### src/rtl/xy_change_logger_pkg.sv
// Shared definitions for the x/y change logger.
// A logged entry packs {ts, x, y}: x/y occupy the two LSBs and the
// timestamp sits directly above them.
package xy_change_logger_pkg;

    localparam int unsigned XYL_XY_LSB = 0;
    localparam int unsigned XYL_XY_W   = 2;
    localparam int unsigned XYL_TS_LSB = XYL_XY_LSB + XYL_XY_W;

    // Entry width for a given timestamp width.
    function automatic int unsigned xyl_entry_w(input int unsigned ts_w);
        return ts_w + XYL_XY_W;
    endfunction

endpackage

### src/rtl/xy_change_logger_fifo.sv
// Synchronous FIFO, DEPTH x WIDTH, for the x/y change logger.
// Ports:
//   clk, rst_n   clock, asynchronous active-low reset (empties the FIFO)
//   i_push       write i_data (accepted when not full, or full with a pop)
//   i_pop        drop head entry (ignored while empty)
//   i_data       entry to write
//   o_data       head entry (registered storage, no path from inputs)
//   o_full       DEPTH entries held
//   o_empty      no entries held
//   o_level      occupancy, 0..DEPTH
module xy_change_logger_fifo #(
    parameter int unsigned DEPTH = 8,
    parameter int unsigned WIDTH = 18
) (
    input  logic                     clk,
    input  logic                     rst_n,
    input  logic                     i_push,
    input  logic                     i_pop,
    input  logic [WIDTH-1:0]         i_data,
    output logic [WIDTH-1:0]         o_data,
    output logic                     o_full,
    output logic                     o_empty,
    output logic [$clog2(DEPTH):0]   o_level
);

    localparam int unsigned AW    = $clog2(DEPTH);
    localparam int unsigned PTR_W = AW + 1;
    localparam logic [PTR_W-1:0] FULL_LVL = PTR_W'(DEPTH);

    logic [WIDTH-1:0] r_mem [DEPTH];
    // Pointers carry an extra wrap bit so full and empty are distinguishable.
    logic [PTR_W-1:0] r_wr_ptr;
    logic [PTR_W-1:0] r_rd_ptr;
    logic [PTR_W-1:0] w_level;
    logic             w_do_push;
    logic             w_do_pop;

    assign w_level   = r_wr_ptr - r_rd_ptr;
    assign o_level   = w_level;
    assign o_empty   = (w_level == '0);
    assign o_full    = (w_level == FULL_LVL);
    assign w_do_pop  = i_pop & ~o_empty;
    // A full FIFO still accepts a write when the head leaves in the same cycle.
    assign w_do_push = i_push & (~o_full | w_do_pop);
    assign o_data    = r_mem[r_rd_ptr[AW-1:0]];

    always_ff @(posedge clk or negedge rst_n) begin
        if (!rst_n) begin
            r_wr_ptr <= '0;
            r_rd_ptr <= '0;
        end else begin
            if (w_do_push) r_wr_ptr <= r_wr_ptr + PTR_W'(1);
            if (w_do_pop)  r_rd_ptr <= r_rd_ptr + PTR_W'(1);
        end
    end

    // Storage needs no reset: the read side is masked by the empty flag.
    always_ff @(posedge clk) begin
        if (w_do_push) r_mem[r_wr_ptr[AW-1:0]] <= i_data;
    end

endmodule

### src/rtl/xy_change_logger.sv
// Clocked change observer for the x/y signal pair.
// Samples {x,y} every clock, logs {timestamp, x, y} on change (and on the
// first enabled cycle) into a FIFO drained through a valid/ready port.
// Ports:
//   clk, rst_n   clock, asynchronous active-low reset
//   en           capture enable
//   x, y         observed signals, synchronous to clk
//   clr_ovf      clears overflow and drop_cnt (a same-cycle drop wins)
//   out_valid    head entry valid
//   out_ready    consumer accepts head
//   out_ts       head timestamp (0 while empty)
//   out_xy       head {x,y} (0 while empty)
//   level        FIFO occupancy
//   overflow     sticky: an event was dropped
//   drop_cnt     saturating dropped-event count
module xy_change_logger
    import xy_change_logger_pkg::*;
#(
    parameter int unsigned TS_W   = 16,
    parameter int unsigned DEPTH  = 8,
    parameter int unsigned DROP_W = 8
) (
    input  logic                    clk,
    input  logic                    rst_n,
    input  logic                    en,
    input  logic                    x,
    input  logic                    y,
    input  logic                    clr_ovf,
    output logic                    out_valid,
    input  logic                    out_ready,
    output logic [TS_W-1:0]         out_ts,
    output logic [1:0]              out_xy,
    output logic [$clog2(DEPTH):0]  level,
    output logic                    overflow,
    output logic [DROP_W-1:0]       drop_cnt
);

    localparam int unsigned ENTRY_W = xyl_entry_w(TS_W);

    logic [TS_W-1:0]    r_ts;
    logic [1:0]         r_prev_xy;
    logic               r_arm;
    logic               r_overflow;
    logic [DROP_W-1:0]  r_drop_cnt;

    logic [1:0]         w_xy;
    logic               w_ev;
    logic               w_pop;
    logic               w_full;
    logic               w_empty;
    logic               w_drop;
    logic [ENTRY_W-1:0] w_entry;
    logic [ENTRY_W-1:0] w_head;

    assign w_xy    = {x, y};
    assign w_ev    = en & (r_arm | (w_xy != r_prev_xy));
    assign w_pop   = out_valid & out_ready;
    assign w_drop  = w_ev & w_full & ~w_pop;
    assign w_entry = {r_ts, w_xy};

    xy_change_logger_fifo #(
        .DEPTH (DEPTH),
        .WIDTH (ENTRY_W)
    ) u_fifo (
        .clk     (clk),
        .rst_n   (rst_n),
        .i_push  (w_ev),
        .i_pop   (w_pop),
        .i_data  (w_entry),
        .o_data  (w_head),
        .o_full  (w_full),
        .o_empty (w_empty),
        .o_level (level)
    );

    assign out_valid = ~w_empty;
    assign out_ts    = out_valid ? w_head[XYL_TS_LSB +: TS_W]     : '0;
    assign out_xy    = out_valid ? w_head[XYL_XY_LSB +: XYL_XY_W] : '0;
    assign overflow  = r_overflow;
    assign drop_cnt  = r_drop_cnt;

    always_ff @(posedge clk or negedge rst_n) begin
        if (!rst_n) begin
            r_ts       <= '0;
            r_prev_xy  <= '0;
            r_arm      <= 1'b1;
            r_overflow <= 1'b0;
            r_drop_cnt <= '0;
        end else begin
            r_ts      <= r_ts + TS_W'(1);
            r_prev_xy <= w_xy;
            // Re-armed while disabled so the first enabled cycle always logs.
            r_arm     <= ~en;
            if (w_drop) begin
                r_overflow <= 1'b1;
                if (clr_ovf)
                    r_drop_cnt <= DROP_W'(1);
                else if (r_drop_cnt != '1)
                    r_drop_cnt <= r_drop_cnt + DROP_W'(1);
            end else if (clr_ovf) begin
                r_overflow <= 1'b0;
                r_drop_cnt <= '0;
            end
        end
    end

endmodule

### config.mk
export PLATFORM = sky130hd
export DESIGN_NAME = xy_change_logger
export DESIGN_NICKNAME = d
export VERILOG_FILES = /design/src/rtl/xy_change_logger_pkg.sv /design/src/rtl/xy_change_logger_fifo.sv /design/src/rtl/xy_change_logger.sv
export SDC_FILE = /design/constraint.sdc
export NUM_CORES = 1
export LEC_CHECK = 0
export CAP_MARGIN = 20
export CELL_PAD_IN_SITES_DETAIL_PLACEMENT = 0
export CELL_PAD_IN_SITES_GLOBAL_PLACEMENT = 1
export CORE_MARGIN = 3
export CORE_UTILIZATION = 41
export DETAILED_ROUTE_END_ITERATION = 16
export PLACE_DENSITY = 0.74
export SLEW_MARGIN = 15
export SYNTH_ARGS = -nofsm -noshare
export SYNTH_HDL_FRONTEND = slang
export SYNTH_HIERARCHICAL = 1
export SYNTH_SLANG_ARGS = --single-unit
### constraint.sdc
create_clock -name clk -period 8.3 [get_ports clk]
set_input_delay 1.245 -clock clk [delete_from_list [all_inputs] [get_ports clk]]
set_output_delay 1.245 -clock clk [all_outputs]
set_load 0.005 [all_outputs]
### Yosys cells after proc, flatten, opt, wreduce, memory -nomap -nowiden

Memory sizes are Yosys's and may differ from the RTL's.
Cells that the tools add are included.

| operators by class | value |
|---|---|
| multiplexer cells | 10 |
| equal/unequal tests | 3 |
| add/subtract/negate cells | 5 |
| bitwise operators | 12 |
| reductions and logical operators | 4 |

Operators by type and width:

| operator | count |
|---|---|
| $mux W8 | 4 |
| $add A16 B1 Y16 const B | 1 |
| $mux W16 | 1 |
| $add A4 B1 Y4 const B | 2 |
| $add A8 B1 Y8 const B | 1 |
| $ne A8 B8 Y1 const B | 1 |
| $and A1 B1 Y1 | 6 |
| $eq A4 B4 Y1 const B | 1 |
| $logic_not A4 Y1 | 1 |
| $mux W1 | 4 |
| $not A1 Y1 | 4 |
| $reduce_bool A2 Y1 | 2 |
| $sub A4 B4 Y4 | 1 |
| $mux W2 | 1 |
| $ne A2 B2 Y1 | 1 |
| $or A1 B1 Y1 | 2 |
| $reduce_and A2 Y1 | 1 |

| storage, ports and cells | value |
|---|---|
| flip-flop bits (word level) | 36 |
| input bits | 7 |
| word-level logic and storage cells | 42 |
| bits in writable memories | 144 |
| memories kept | 1 |

Memories:

| name | depth | bits a word | rd ports | clocked after Yosys merged registers in | wr ports | RTL line | source |
|---|---|---|---|---|---|---|---|
| u_fifo.r_mem | 8 | 18 | 1 | 0 | 1 | xy_change_logger_fifo.sv:30 | `logic [WIDTH-1:0] r_mem [DEPTH];` |

### Depth between registers and ports, before layout

| logic depth | value |
|---|---|
| depth after elaboration | 9 |
| depth in mapped cells | 14 |
| gate-level depth less buffers | 12 |

### Cells and area by module

The synthesis kept the hierarchy.

Modules (own cells, without submodules):

| module | instances | cells each | area an instance (um^2) |
|---|---|---|---|
| xy_change_logger_fifo | 1 | 305 | 5959.5 |
| xy_change_logger | 1 | 135 | 1401.3 |

### Least setup slack after synthesis

No wires, ideal clock.

| timing | value |
|---|---|
| path type | reg-to-reg |
| start point | register u_fifo.r_rd_ptr[1] |
| end point | memory u_fifo.r_mem[0][0] (enable) |
| setup time | 439 ps |
| data arrival time | 4311 ps |
| path slack | 3550 ps |
| required time | 7861 ps |
| stages on the path, launching flop included | 14 |
| path buffers | 2 |
| cell sequence | dfrtp_1 > clkbuf_1 > clkbuf_1 > inv_1 > ha_1 > nand3b_1 > and3_1 > or2_2 > inv_1 > nor2_1 > nand2b_1 > inv_1 > o31ai_1 > nor4_1 |

| on the way | value |
|---|---|
| cells in the longest elaborated chain, start to end | 9 |
| elaborated cells between the ends (all ways) | 11 |
| classes of those cells | add/sub (1); eq/ne (1); mux (2); bitwise (6); reduce/logical (1) |

RTL lines:

| element | RTL line | source |
|---|---|---|
| start, declared | xy_change_logger_fifo.sv:33 | `logic [PTR_W-1:0] r_rd_ptr;` |
| start signal, assigned | xy_change_logger_fifo.sv:53 | `if (w_do_pop) r_rd_ptr <= r_rd_ptr + PTR_W'(1);` |
| $sub A4 B4 Y4 | xy_change_logger_fifo.sv:38 | `assign w_level = r_wr_ptr - r_rd_ptr;` |
| via level[3] | xy_change_logger.sv:33 | `output logic [$clog2(DEPTH):0] level,` |
| $logic_not A4 Y1 | xy_change_logger_fifo.sv:40 | `assign o_empty = (w_level == '0);` |
| via w_empty | xy_change_logger.sv:50 | `logic w_empty;` |
| $not A1 Y1 | xy_change_logger.sv:76 | `assign out_valid = ~w_empty;` |
| $and A1 B1 Y1 | xy_change_logger.sv:57 | `assign w_pop = out_valid & out_ready;` |
| via w_pop | xy_change_logger.sv:48 | `logic w_pop;` |
| $and A1 B1 Y1 | xy_change_logger_fifo.sv:42 | `assign w_do_pop = i_pop & ~o_empty;` |
| $or A1 B1 Y1 | xy_change_logger_fifo.sv:44 | `assign w_do_push = i_push & (~o_full \| w_do_pop);` |
| $and A1 B1 Y1 | xy_change_logger_fifo.sv:44 |  |
| $mux W1 | xy_change_logger_fifo.sv:59 | `if (w_do_push) r_mem[r_wr_ptr[AW-1:0]] <= i_data;` |
| $mux W1 (implied by the code) | xy_change_logger_fifo.sv:59 |  |
| end, declared | xy_change_logger_fifo.sv:30 |  |

The timed path passes the listed nets, and every way through them passes these cells.

### Worst setup path after layout

| timing | value |
|---|---|
| start point | register u_fifo.r_rd_ptr[2] |
| end point | output out_ts[4] |

| on the way | value |
|---|---|
| cells in the longest elaborated chain, start to end | 3 |
| elaborated cells between the ends (all ways) | 4 |
| classes of those cells | add/sub (1); mux (1); reduce/logical (1); memory (1) |

RTL lines:

| element | RTL line | source |
|---|---|---|
| $sub A4 B4 Y4 | xy_change_logger_fifo.sv:38 |  |
| $logic_not A4 Y1 | xy_change_logger_fifo.sv:40 |  |
| via w_empty | xy_change_logger.sv:50 |  |
| $mux W16 | xy_change_logger.sv:77 | `assign out_ts = out_valid ? w_head[XYL_TS_LSB +: TS_W] : '0;` |
| end, declared | xy_change_logger.sv:31 | `output logic [TS_W-1:0] out_ts,` |

The timed path passes the listed nets, and every way through them passes these cells.

==> metrics.csv <==
metric;value;unit
post-place-ws;2.69;ns
r2r_cells;10;
final_common_cell;edfxtp_1;
gp_congestion;0.764;
std_cell_rows;48;
diodes;0;
instances_no_fill;727;
ys_top_cells_by_area;edfxtp_1 (59%), dfrtp_1 (12%), mux4_2 (11%);
period_needed;5.93;ns
syn_nets;455;
yosysTopAreaCellShare;58.7;%
cp-start-kind;flip-flop;
utilization;49.3;%
drtIter0Drc;322;
final_area;8590;sq um
tritoncts;yes;
path_clk_slew;0.06;ns
grt_overflow;0;
tns;0;ns
grt_pass1_vias;4083;
num_vias;3842;
layout-drive-gt1-share;17.5;%
setup_viol;0;
rrSetupSlack;3.00;ns
syn_area;7360;sq um
grt_max_degree;40;
syn_area_per_cell;16.7;sq um
layout_common_cells;edfxtp_1 (144), nand2_1 (65), clkdlybuf4s50_1 (37);
start_util;42.3;%
htree_levels;4;
num-fill-cells;1468;
wl;14200;microns
max_freq;169;MHz
drtAntennaViolNets;0;
synth-seq-area-share;71.0;%
synth-main-ff-cell;edfxtp_1;
final_nets;504;
tightest_slew;1.02;ns
timing.rr.end;u_fifo/r_mem[7][4];
max_stage_delay;0.94;ns
yosys_warnings;6;
dp_hpwl;8150;microns
cp_max_fo;21;
dpl-instance-area;8040;sq um
startpoint;u_fifo/r_rd_ptr[2];
synth.distinct_cells;47;
timing.slew.headroom;32.1;%
clock_sinks;180;
port-buffer-count;38;
power;2.98;mW
postSynthCellCount;440;
fin_crit_sh;71.4;%
synth_area_leader_cell;edfxtp_1;
viasPerCell;5.28;
area_growth_syn_to_layout;16.7;%
path_cells;clkinv_1 > ha_1 > xor2_1 > or3_1 > nor2_2 > buf_4 > nor2b_1 > clkdlybuf4s50_1;
detail_route.wl_per_cell;19.6;microns
synth_seq_cells;180;
cts_buffers;17;
synth_edf_count;144;
status;completed;
placed_cells;695;
antenna_found_initial;0;
track_usage;15.6;%
cts_resized;0;
rsz0062_at_grt;no;
grt_pass1_wl;23100;microns
multi_input_area;2020;sq um
dieArea;19600;sq um
async_reset_ff_share;20.0;%
die_y;140;microns
ios;39;
crit_type;flip-flop to output port;
r2r_start;u_fifo/r_rd_ptr[2];
p_per_area;346;nW/um^2
die_w;140;microns
skew;0.0103;ns
route.detailed.drc;0;
leakage;3.05;nW
holdWs;0.496;ns
finalMaxSlewViolations;0;
cp.required;7.05;ns
hold_viol;0;
cap_viol_max_count;0;
core;17400;sq um
peakVddDrop;0.000285;V
endpoint_kind;output port;
postLayoutSetupSlackWorst;2.37;ns
cts_setup_buffers;0;
hold_buffers;0;
clockBufferDepth;2;
endpoint;out_ts[4];
root_buffer;clkbuf_16;
clock_latency;0.43;ns
ff_latch_area;5230;sq um
min-delay-path-class;flip-flop to flip-flop;
slowest_stage;dfrtp_1;
firstDrtPassIters;4;
critPathArrivalTime;4.68;ns
## registers in the layout (all words and copies together), names as in the netlist
name             flops
u_fifo/r_wr_ptr      4
r_ts                16
overflow             1
u_fifo/r_rd_ptr      4
drop_cnt             8
u_fifo/r_mem       144
r_arm                1
r_prev_xy            2
## how the worst min path moves through the flow
stage,start,depth (start not counted),to,slack [ns]
after floorplan,u_fifo/r_wr_ptr[3],1,u_fifo/r_wr_ptr[3],0.47
after global placement,u_fifo/r_rd_ptr[3],1,u_fifo/r_rd_ptr[3],0.48
after detailed placement,u_fifo/r_rd_ptr[3],1,u_fifo/r_rd_ptr[3],0.48
after CTS,u_fifo/r_rd_ptr[3],1,u_fifo/r_rd_ptr[3],0.50
after global routing,u_fifo/r_rd_ptr[3],1,u_fifo/r_rd_ptr[3],0.53
final,u_fifo/r_rd_ptr[3],1,u_fifo/r_rd_ptr[3],0.50
## layout make-up
cell class                      count  share of cell area (%)
Clock buffer                       19                    5.04
Clock inverter                     13                    1.35
Inverter                           17                   0.743
Multi-Input combinational cell    225                    23.5
Sequential cell                   180                    60.9
Tap cell                          225                    3.28
Timing Repair Buffer               48                    5.24
## metal layers
layer  global-route usage [%]  vias to the layer above  wire length (microns)
met3                     4.03                       17                    543
met2                     25.2                       83                   6930
met4                     4.69                        0                    164
met5                        0                        -                      0
li1                         -                     1767                      -
met1                     21.1                     1975                   6590
## where the power goes
group | internal, mW | switching [mW]
combinational | 0.552 | 0.513
sequential | 1.09 | 0.0711
clock | 0.435 | 0.311
## worst max-delay path, delay by kind of cell (launching register included)
family,cells,cell delay [ns]
flip-flops,1,0.94
buffers and inverters,3,1.67
AND/OR/NAND/NOR,3,0.82
XOR/XNOR,1,0.18
adder cells (fa/ha/maj),1,0.63
## cell families after synthesis
| logic type | count (synthesis) | share of synthesized area (%) |
|---|---|---|
| compound gates | 25 | 2.69 |
| simple gates | 130 | 8.64 |
| buf+inv | 35 | 1.99 |
| mux | 38 | 11.4 |
| flops | 180 | 71.0 |
| fa+ha+maj | 8 | 1.46 |
| xor+xnor | 24 | 2.86 |
## cells in the mapped netlist, drive strengths merged (2+ instances only)
cell type and instances:
a21oi 6, and2 2, and3 2, and4 3, buf 8, clkbuf 10
dfrtp 35, edfxtp 144, ha 7, inv 16, mux2 2, mux4 36
nand2 65, nand2b 2, nand3 5, nand4 6, nor2 10, nor2b 18
nor3 6, nor4 2, o211ai 2, o21ai 4, o311ai 3, o31ai 3
o41ai 3, or2 2, or3 2, or4 2, xnor2 16, xor2 8
Note: power is estimated with default switching activity, not from simulation.
